**src/rtl/ssp_pkg.sv**
```systemverilog
// ----------------------------------------------------------------------------
// ssp_pkg
// Shared definitions for the synchronous serial port receive path.
//   - SSP_DATA_W_DEF      : default serial word width
//   - SSP_SYNC_STAGES_DEF : default synchronizer depth (must be >= 2)
//   - ssp_state_e         : receive FSM states (IDLE, SHIFT)
// ----------------------------------------------------------------------------
package ssp_pkg;

    localparam int SSP_DATA_W_DEF      = 8;
    localparam int SSP_SYNC_STAGES_DEF = 2;

    typedef enum logic [0:0] {
        ST_IDLE  = 1'b0,
        ST_SHIFT = 1'b1
    } ssp_state_e;

endpackage : ssp_pkg

```
**src/rtl/ssp_sync_edge.sv**
```systemverilog
// ----------------------------------------------------------------------------
// ssp_sync_edge
// Multi-flop synchronizer for one asynchronous serial input, plus a
// previous-value flop for rising-edge detection in the PCLK domain.
// Ports:
//   clk_i    in  1  PCLK
//   rst_ni   in  1  synchronous active-low reset (clears all flops)
//   async_i  in  1  asynchronous input
//   level_o  out 1  synchronized level
//   rise_o   out 1  one-cycle pulse: synced level high, previous synced value low
// ----------------------------------------------------------------------------
module ssp_sync_edge #(
    parameter int SYNC_STAGES = 2
) (
    input  logic clk_i,
    input  logic rst_ni,
    input  logic async_i,
    output logic level_o,
    output logic rise_o
);

    logic [SYNC_STAGES-1:0] sync_q;
    logic                   prev_q;

    // Synchronizer chain and previous-value flop; all cleared by reset.
    always_ff @(posedge clk_i) begin
        if (!rst_ni) begin
            sync_q <= {SYNC_STAGES{1'b0}};
            prev_q <= 1'b0;
        end else begin
            sync_q <= {sync_q[SYNC_STAGES-2:0], async_i};
            prev_q <= sync_q[SYNC_STAGES-1];
        end
    end

    assign level_o = sync_q[SYNC_STAGES-1];
    assign rise_o  = sync_q[SYNC_STAGES-1] & ~prev_q;

endmodule : ssp_sync_edge

```
**src/rtl/ssp_rx_deserializer.sv**
```systemverilog
// ----------------------------------------------------------------------------
// ssp_rx_deserializer
// Receive front end of the synchronous serial port (PCLK domain).
// Oversamples SSPCLKIN/SSPFSSIN/SSPRXD through equal-depth synchronizers,
// frames DATA_W-bit words (MSB first) after a one-bit-period FSS pulse and
// presents each completed word on RxData with a one-cycle rx_ready strobe.
//
// Ports:
//   PCLK       in  1       system clock (rising edge)
//   CLEAR_B    in  1       synchronous active-low reset
//   SSPCLKIN   in  1       serial bit clock (asynchronous)
//   SSPFSSIN   in  1       frame sync, high during the bit before the MSB
//   SSPRXD     in  1       serial receive data
//   rx_full    in  1       downstream FIFO full
//   RxData     out DATA_W  last completed word, held until the next one
//   rx_ready   out 1       one-cycle strobe, RxData new and valid
//   rx_overrun out 1       sticky overrun flag
//
// Build option:
//   SSP_RX_OVERRUN_EN  when defined, a word completing while rx_full=1 sets
//                      rx_overrun (sticky until CLEAR_B). When undefined,
//                      rx_overrun is tied to 0.
// ----------------------------------------------------------------------------
module ssp_rx_deserializer
    import ssp_pkg::*;
#(
    parameter int DATA_W      = SSP_DATA_W_DEF,
    parameter int SYNC_STAGES = SSP_SYNC_STAGES_DEF
) (
    input  logic              PCLK,
    input  logic              CLEAR_B,
    input  logic              SSPCLKIN,
    input  logic              SSPFSSIN,
    input  logic              SSPRXD,
    input  logic              rx_full,
    output logic [DATA_W-1:0] RxData,
    output logic              rx_ready,
    output logic              rx_overrun
);

    localparam int               CNT_W    = $clog2(DATA_W);
    localparam logic [CNT_W-1:0] CNT_LAST = CNT_W'(DATA_W - 1);
    localparam logic [CNT_W-1:0] CNT_ONE  = CNT_W'(1);

    // Synchronized inputs
    logic sclk_lvl_s, rise_s;
    logic fss_s, fss_rise_s;
    logic rxd_s, rxd_rise_s;

    // FSM and datapath state
    ssp_state_e        state_q, state_d;
    logic [CNT_W-1:0]  cnt_q, cnt_d;
    logic [DATA_W-1:0] shift_q, shift_d;
    logic [DATA_W-1:0] rx_data_q, rx_data_d;
    logic              rx_ready_q, rx_ready_d;

    // FSM control outputs
    logic              last_bit_s;
    logic              shift_en_s;
    logic              cnt_clr_s;
    logic              cnt_inc_s;
    logic              word_done_s;
    logic [DATA_W-1:0] word_s;

    ssp_sync_edge #(.SYNC_STAGES(SYNC_STAGES)) u_sync_clk (
        .clk_i   (PCLK),
        .rst_ni  (CLEAR_B),
        .async_i (SSPCLKIN),
        .level_o (sclk_lvl_s),
        .rise_o  (rise_s)
    );

    ssp_sync_edge #(.SYNC_STAGES(SYNC_STAGES)) u_sync_fss (
        .clk_i   (PCLK),
        .rst_ni  (CLEAR_B),
        .async_i (SSPFSSIN),
        .level_o (fss_s),
        .rise_o  (fss_rise_s)
    );

    ssp_sync_edge #(.SYNC_STAGES(SYNC_STAGES)) u_sync_rxd (
        .clk_i   (PCLK),
        .rst_ni  (CLEAR_B),
        .async_i (SSPRXD),
        .level_o (rxd_s),
        .rise_o  (rxd_rise_s)
    );

    assign last_bit_s = (cnt_q == CNT_LAST);
    // Word as it will look once the current RXD bit is shifted in.
    assign word_s     = {shift_q[DATA_W-2:0], rxd_s};

    // FSM state register.
    always_ff @(posedge PCLK) begin
        if (!CLEAR_B) begin
            state_q <= ST_IDLE;
        end else begin
            state_q <= state_d;
        end
    end

    // FSM next state: leave IDLE on FSS, leave SHIFT only on a last bit without FSS.
    always_comb begin
        state_d = state_q;
        case (state_q)
            ST_IDLE: begin
                if (rise_s && fss_s) begin
                    state_d = ST_SHIFT;
                end else begin
                    state_d = ST_IDLE;
                end
            end
            ST_SHIFT: begin
                if (rise_s && last_bit_s && !fss_s) begin
                    state_d = ST_IDLE;
                end else begin
                    state_d = ST_SHIFT;
                end
            end
            default: begin
                state_d = ST_IDLE;
            end
        endcase
    end

    // FSM outputs: datapath controls decided on each synced SSPCLKIN rise.
    always_comb begin
        shift_en_s  = 1'b0;
        cnt_clr_s   = 1'b0;
        cnt_inc_s   = 1'b0;
        word_done_s = 1'b0;
        case (state_q)
            ST_IDLE: begin
                if (rise_s && fss_s) begin
                    cnt_clr_s = 1'b1;
                end else begin
                    cnt_clr_s = 1'b0;
                end
            end
            ST_SHIFT: begin
                if (rise_s) begin
                    if (fss_s && !last_bit_s) begin
                        // Frame error: drop partial word, restart without shifting.
                        cnt_clr_s = 1'b1;
                    end else if (last_bit_s) begin
                        // Last bit completes the word even when FSS is also high.
                        shift_en_s  = 1'b1;
                        word_done_s = 1'b1;
                        cnt_clr_s   = 1'b1;
                    end else begin
                        shift_en_s = 1'b1;
                        cnt_inc_s  = 1'b1;
                    end
                end else begin
                    shift_en_s = 1'b0;
                end
            end
            default: begin
                shift_en_s  = 1'b0;
                cnt_clr_s   = 1'b0;
                cnt_inc_s   = 1'b0;
                word_done_s = 1'b0;
            end
        endcase
    end

    // Datapath next state: bit counter, shift register and output registers.
    always_comb begin
        cnt_d      = cnt_q;
        shift_d    = shift_q;
        rx_data_d  = rx_data_q;
        rx_ready_d = 1'b0;
        if (cnt_clr_s) begin
            cnt_d = {CNT_W{1'b0}};
        end else if (cnt_inc_s) begin
            cnt_d = cnt_q + CNT_ONE;
        end else begin
            cnt_d = cnt_q;
        end
        if (shift_en_s) begin
            shift_d = word_s;
        end else begin
            shift_d = shift_q;
        end
        if (word_done_s) begin
            rx_data_d  = word_s;
            rx_ready_d = 1'b1;
        end else begin
            rx_data_d  = rx_data_q;
            rx_ready_d = 1'b0;
        end
    end

    // Datapath registers.
    always_ff @(posedge PCLK) begin
        if (!CLEAR_B) begin
            cnt_q      <= {CNT_W{1'b0}};
            shift_q    <= {DATA_W{1'b0}};
            rx_data_q  <= {DATA_W{1'b0}};
            rx_ready_q <= 1'b0;
        end else begin
            cnt_q      <= cnt_d;
            shift_q    <= shift_d;
            rx_data_q  <= rx_data_d;
            rx_ready_q <= rx_ready_d;
        end
    end

    assign RxData   = rx_data_q;
    assign rx_ready = rx_ready_q;

`ifdef SSP_RX_OVERRUN_EN
    logic overrun_q, overrun_d;

    // Overrun next state: set when a word completes into a full FIFO, then sticky.
    always_comb begin
        if (word_done_s && rx_full) begin
            overrun_d = 1'b1;
        end else begin
            overrun_d = overrun_q;
        end
    end

    // Overrun register.
    always_ff @(posedge PCLK) begin
        if (!CLEAR_B) begin
            overrun_q <= 1'b0;
        end else begin
            overrun_q <= overrun_d;
        end
    end

    assign rx_overrun = overrun_q;

    logic unused_ok_s;
    assign unused_ok_s = ^{sclk_lvl_s, fss_rise_s, rxd_rise_s};
`else
    assign rx_overrun = 1'b0;

    logic unused_ok_s;
    assign unused_ok_s = ^{sclk_lvl_s, fss_rise_s, rxd_rise_s, rx_full};
`endif

endmodule : ssp_rx_deserializer

```
**config.mk**
```make
export PLATFORM = sky130hd
export DESIGN_NAME = ssp_rx_deserializer
export DESIGN_NICKNAME = d
export VERILOG_FILES = /design/src/rtl/ssp_pkg.sv /design/src/rtl/ssp_sync_edge.sv /design/src/rtl/ssp_rx_deserializer.sv
export SDC_FILE = /design/constraint.sdc
export NUM_CORES = 1
export LEC_CHECK = 0
export ABC_AREA = 1
export CORE_AREA = 2 2 46 65
export CTS_CLUSTER_SIZE = 20
export DETAILED_ROUTE_END_ITERATION = 8
export DIE_AREA = 0 0 48 67
export PLACE_DENSITY = 0.63
export SLEW_MARGIN = 20
export SYNTH_ARGS = -nofsm -noshare
export SYNTH_HDL_FRONTEND = slang
export SYNTH_HIERARCHICAL = 1
export SYNTH_SLANG_ARGS = --single-unit
```
**constraint.sdc**
```tcl
create_clock -name PCLK -period 1.6 [get_ports PCLK]
set_clock_uncertainty 0.1 [all_clocks]
set_input_delay 0.16 -clock PCLK [delete_from_list [all_inputs] [get_ports PCLK]]
set_output_delay 0.16 -clock PCLK [all_outputs]
set_load 0.005 [all_outputs]
```
==> results.ini <==
[synth]
number_of_standard_cells_after_synthesis=141
yosysWarnings=6
syn-cell-area_um2=1070
syn-num-nets=150
synth_area_per_cell_um2=7.61

[layout]
final-seq-area_um2=542
nets=168
multiInputGateArea_um2=438
drive_above_1_share_pct=12.0
syn2layout_area_growth_pct=21.0
fill_cells=277
diodes=0

[critical_path]
worst-setup-path-type=flop to output pin
cp_slowest_stage_delay_ns=0.50
arrival_ns=1.18
start_kind=flop
worst-path-buf-inv=1
worst_path_dominant_cell_family=buffers and inverters
critPathMaxFanout=2
critical_path.slowest_cell=sky130_fd_sc_hd__clkdlybuf4s50_1
path_cells=clkdlybuf4s50_1
crit_required_ns=1.34
cp-end-kind=output pin

[hold_path]
holdCritPathClass=primary input to flop

[cts]
ctsRootBufferMaster=sky130_fd_sc_hd__clkbuf_4
clk_latency_ns=0.32
cts.path.max_buffers=2
tritoncts=yes
tritoncts_num_sinks=27
number_of_levels_in_the_clock_h_tree=1
cts.clk_slew.worst_paths_ns=0.15
cts-buffers-inserted=3
post-cts-setup-buffers=0

[die]
die_outline_width_um=48
top_level_ports=16
num_rows=22
die_height_um=67
floorplan.initialDensity_pct=41.1
core_um2=2620
dieArea_um2=3220

[power_and_ir_drop]
vdd_drop_max_mv=0.522
intPower_uw=798
switching_share_pct=22.4
pwr-share-clk_pct=28.6
share_seq_of_total_power_pct=66.6
switchingPower_uw=231
power.density_cell_area_nw_per_um2=792
power_leakage_uw=0.000578
power.share.combinational_pct=4.8

[sta]
finalHoldViolCount=0
timing.fmax_mhz=694
timing.final.setup_violations=0
totalNegativeSetupSlack_ns=0
setup_ws_ns=0.159
final_period_minus_worst_setup_slack_ns=1.44
unrepaired_setup_endpoints_after_global_routing=no
period_share_pct=90.0
slew_violations=0

[global_routing]
grt_overflow_total=0
gr-usage-all-layers_pct=12.9
wire_length_of_the_first_global_routing_pass_um=3090
grt_antenna_before_repair=0
largest_net_degree_at_the_start_of_global_routing=22
number_of_global_route_vias_before_repair=769

[routing]
drt_first_iter_violations=14
remaining_drc_errors=0
finalWirelength_um=1750
vias=837
final_antenna_violating_net_count=0
post_drt_wl_per_cell_um=9.03
number_of_vias_per_cell=4.31
1st_pass_router_iterations=3

[placed_design]
port_buffers=13
dpl_worst_slack_ns=0.0725
dp_hpwl_um=1310
routabilityCongestion=0.721

[job]
max_cap_violations=0

[outcome]
outcome=complete, no violations

tightest hold or removal path, cell delays in order:
cell and delay, ns:
sky130_fd_sc_hd__clkdlybuf4s50_1 0.40, sky130_fd_sc_hd__nand2_1 0.06, sky130_fd_sc_hd__inv_1 0.03
cell type report:
cell class	instances	area share (%)
clock buffer	3	1.73
clock inverter	1	0.578
inverter	25	7.61
multi-input combinational	87	33.7
sequential	27	41.7
tap	36	3.47
timing repair buffer	15	11.2
metal layers:
metal  up-vias  part of all wire [%]  track usage, %
met5         -                     0               0
met4         0                  0.86            5.07
met3         2                   3.0            2.44
met2        12                    51            21.3
met1       363                    45            15.9
li1        460                     -               -
power by group through the flow:
stage                     Clock [µW]  Combinational (µW)  Sequential (µW)
after detailed placement           0                47.9              700
after global placement             0                46.3              699
final                            295                48.9              685
after global routing             345                57.3              687
after floorplan                    0                29.2              699
after CTS                        305                48.0              685
state kept, by name, indices dropped and copies added (netlist names):
signal             cells
cnt_q                  3
u_sync_clk/prev_q      1
RxData                 8
u_sync_rxd/sync_q      2
state_q                1
shift_q                7
u_sync_clk/sync_q      2
u_sync_fss/sync_q      2
rx_ready               1
metrics by stage:
stage | hold WS (ns) | utilization, % | std cells | instance area [µm²] | total power, µW
floorplan | 0.153 | - | 141 | 1070 | 728
global placement | 0.292 | 47.8 | 189 | 1250 | 746
detailed placement | 0.294 | 47.8 | 189 | 1250 | 748
CTS | 0.243 | 48.9 | 193 | 1280 | 1040
global route | 0.239 | 49.7 | 194 | 1300 | 1090
finish | 0.250 | 49.7 | 194 | 1300 | 1030
cells in the final DEF (no fill, tap or decap), types with 3 or more instances in the layout:
master	instances
sky130_fd_sc_hd__nand3_1	10
sky130_fd_sc_hd__o21ai_1	5
sky130_fd_sc_hd__clkbuf_4	3
sky130_fd_sc_hd__dfxtp_1	26
sky130_fd_sc_hd__inv_1	22
sky130_fd_sc_hd__nand4_1	3
sky130_fd_sc_hd__nand2_1	29
sky130_fd_sc_hd__clkdlybuf4s50_1	13
sky130_fd_sc_hd__nor2_1	24
worst paths after layout:
check                                   from  cells past startpoint  slack [ns]                               to
max                   RxData[0]$_SDFFE_PN0P_                      1        0.16                        RxData[0]
min                                   SSPRXD                      3        0.25  u_sync_rxd/sync_q[0]$_SDFF_PN0_
max reg2reg            cnt_q[0]$_SDFFE_PP0P_                      8        0.16          shift_q[2]$_SDFFE_PN0P_
min reg2reg  u_sync_rxd/sync_q[0]$_SDFF_PN0_                      2        0.32  u_sync_rxd/sync_q[1]$_SDFF_PN0_
what timing repair did:
| action | CTS | global route |
|---|---|---|
| endpoints found under the setup margin | 0 | 16 |
| hold buffers | 0 | 0 |
| gates resized for setup | 0 | 5 |
Note: power is estimated with default switching activity, not from simulation.
==> patch: new RTL, same flow settings <==
The option `SSP_RX_OVERRUN_EN` is turned on by a define.
--- a/src/rtl/ssp_rx_deserializer.sv
+++ b/src/rtl/ssp_rx_deserializer.sv
@@ -21,6 +21,8 @@
 //                      rx_overrun (sticky until CLEAR_B). When undefined,
 //                      rx_overrun is tied to 0.
 // ----------------------------------------------------------------------------
+`define SSP_RX_OVERRUN_EN
+
 module ssp_rx_deserializer
     import ssp_pkg::*;
 #(
Behaviour: no difference found for any inputs over 10 cycles, from zero or initial values; that may be too few to reach the edited logic, so the function may still have changed.
==> patch against the unedited design <==
- cell area is 8.6% higher
- routed wire length rose by 5.9%
- non-clock buffer count grew 3
- combinational power rose by 8.0%
- critical endpoint is now shift_q[6]
- area after synthesis increased by 7.2%
- worst setup slack got worse by 0.058 ns
- sequential cell count up 1
- power rose by 8.0%
- core utilization up 4.3 points
- cell count grew 3.6%
- first-iteration DRC count is 21% higher
- count of clock-buffer cells in the layout is 1 higher
- largest power group unchanged
==> patch: results (changes against the unedited design) <==
Power
  – P_leak: 0.6795 nW (+17%)
  – Peak VDD IR: 501.1 uV (-4.0%)
  – Pint: 0.8697 mW (+9.0%)
  – Sequential power share: 0.639 (-0.027)
  – Comb. pwr: 0.0528 mW (+8.0%)

Synth
  – Syn_nets: 153 (+2.0%)
  – Yosys warns: 6 (unchanged)

Setup path
  – Slowest stage delay, CP: 0.37 ns (-0.13 ns)
  – Slowest cell on crit path: dfxtp_1
  – CP delay by family, top: flip-flops
  – Critical path peak fanout: 6 (+4)
  – Worst Path Arrival: 1.65 ns (+0.47 ns)

Detailed routing
  – DR WL met2: 910 um (+2.5%)
  – Routed wire length: 1856 um (+5.9%)
  – Met3 wire len: 57 um (+9.6%)
  – Metal-1 WL: 820 um (+3.1%)
  – Router iterations before antenna repair: 4 (+1)
  – Initial drt markers: 17 (+3)
  – Vias: 896 (+7.0%)

Clocking
  – CTS root buffer: clkbuf_4
  – Clk Latency, worst-skew pair: 0.34 ns (+0.02 ns)
  – # H-tree levels: 1 (unchanged)
  – Total CTS buffers: 3 (unchanged)

Global routing
  – Grt met3 use: 0.01897 (-0.005420)
  – First-pass GRT wire length: 3305 um (+6.9%)
  – Largest net degree at the start of global routing: 23 (+4.5%)
  – Top Usage Layer GRT: met2
  – Gr usage total: 0.1458 (+0.01646)
  – Vias in the first global route: 841 (+9.4%)
  – Grt met2 use: 0.2350 (+0.02167)
  – Initial antenna violation count: 0 (unchanged)
  – Grt met1 use: 0.1642 (+0.005581)

Placed design
  – RePlAce Congestion: 0.7078 (-1.8%)
  – Placed inst area: 1351 um2 (+8.2%)
  – IO Port Bufs: 15 (+2)
  – Place WS: 0.1183 ns (+0.04574 ns)
  – Post-detail-place hpwl: 1377 um (+5.5%)

Outcome
  – Status: finished clean

Cells and area
  – Diodes inserted: 0 (unchanged)
  – Largest register FFs: 8 (unchanged)
  – Layout net count: 175 (+4.2%)
  – Share of cells above drive strength 1: 0.1455 (+0.02520)

Timing
  – Max transition margin: 0.8012
  – Slew Limit Fails: 0 (unchanged)

Min path
  – Hold Crit Class: in2reg
==> patch: final timing paths <==
path                             start                   end  slack [ns]  cells after the start
hold / removal                SSPFSSIN  u_sync_fss/sync_q[0]        0.23                      3
setup / recovery              cnt_q[1]            shift_q[6]        0.10                      8
hold reg to reg   u_sync_fss/sync_q[0]  u_sync_fss/sync_q[1]        0.32                      2
setup reg to reg              cnt_q[1]            shift_q[6]        0.10                      8
==> patch: per-stage QoR <==
stage                     instances  power (mW)    util
after floorplan                 144      0.7544       -
after global routing            201       1.151  0.5392
final                           201       1.111  0.5392
after global placement          195      0.7766  0.5167
after detailed placement        195      0.7778  0.5167
after CTS                       199       1.127  0.5306
==> patch: timing repair <==
item                                    4_1_cts  5_1_grt
resized for setup                             0        2
buffers inserted                              0        1
endpoints found under the setup margin        0        9
==> patch: layout make-up <==
class,count,area [um2]
repair buffers,18,172.7
inverters,25,108.9
clock buffers,4,36.28
flip-flops and latches,28,561.8
multi-input cells,90,485.5
well taps,36,45.04
fillers,259,1205
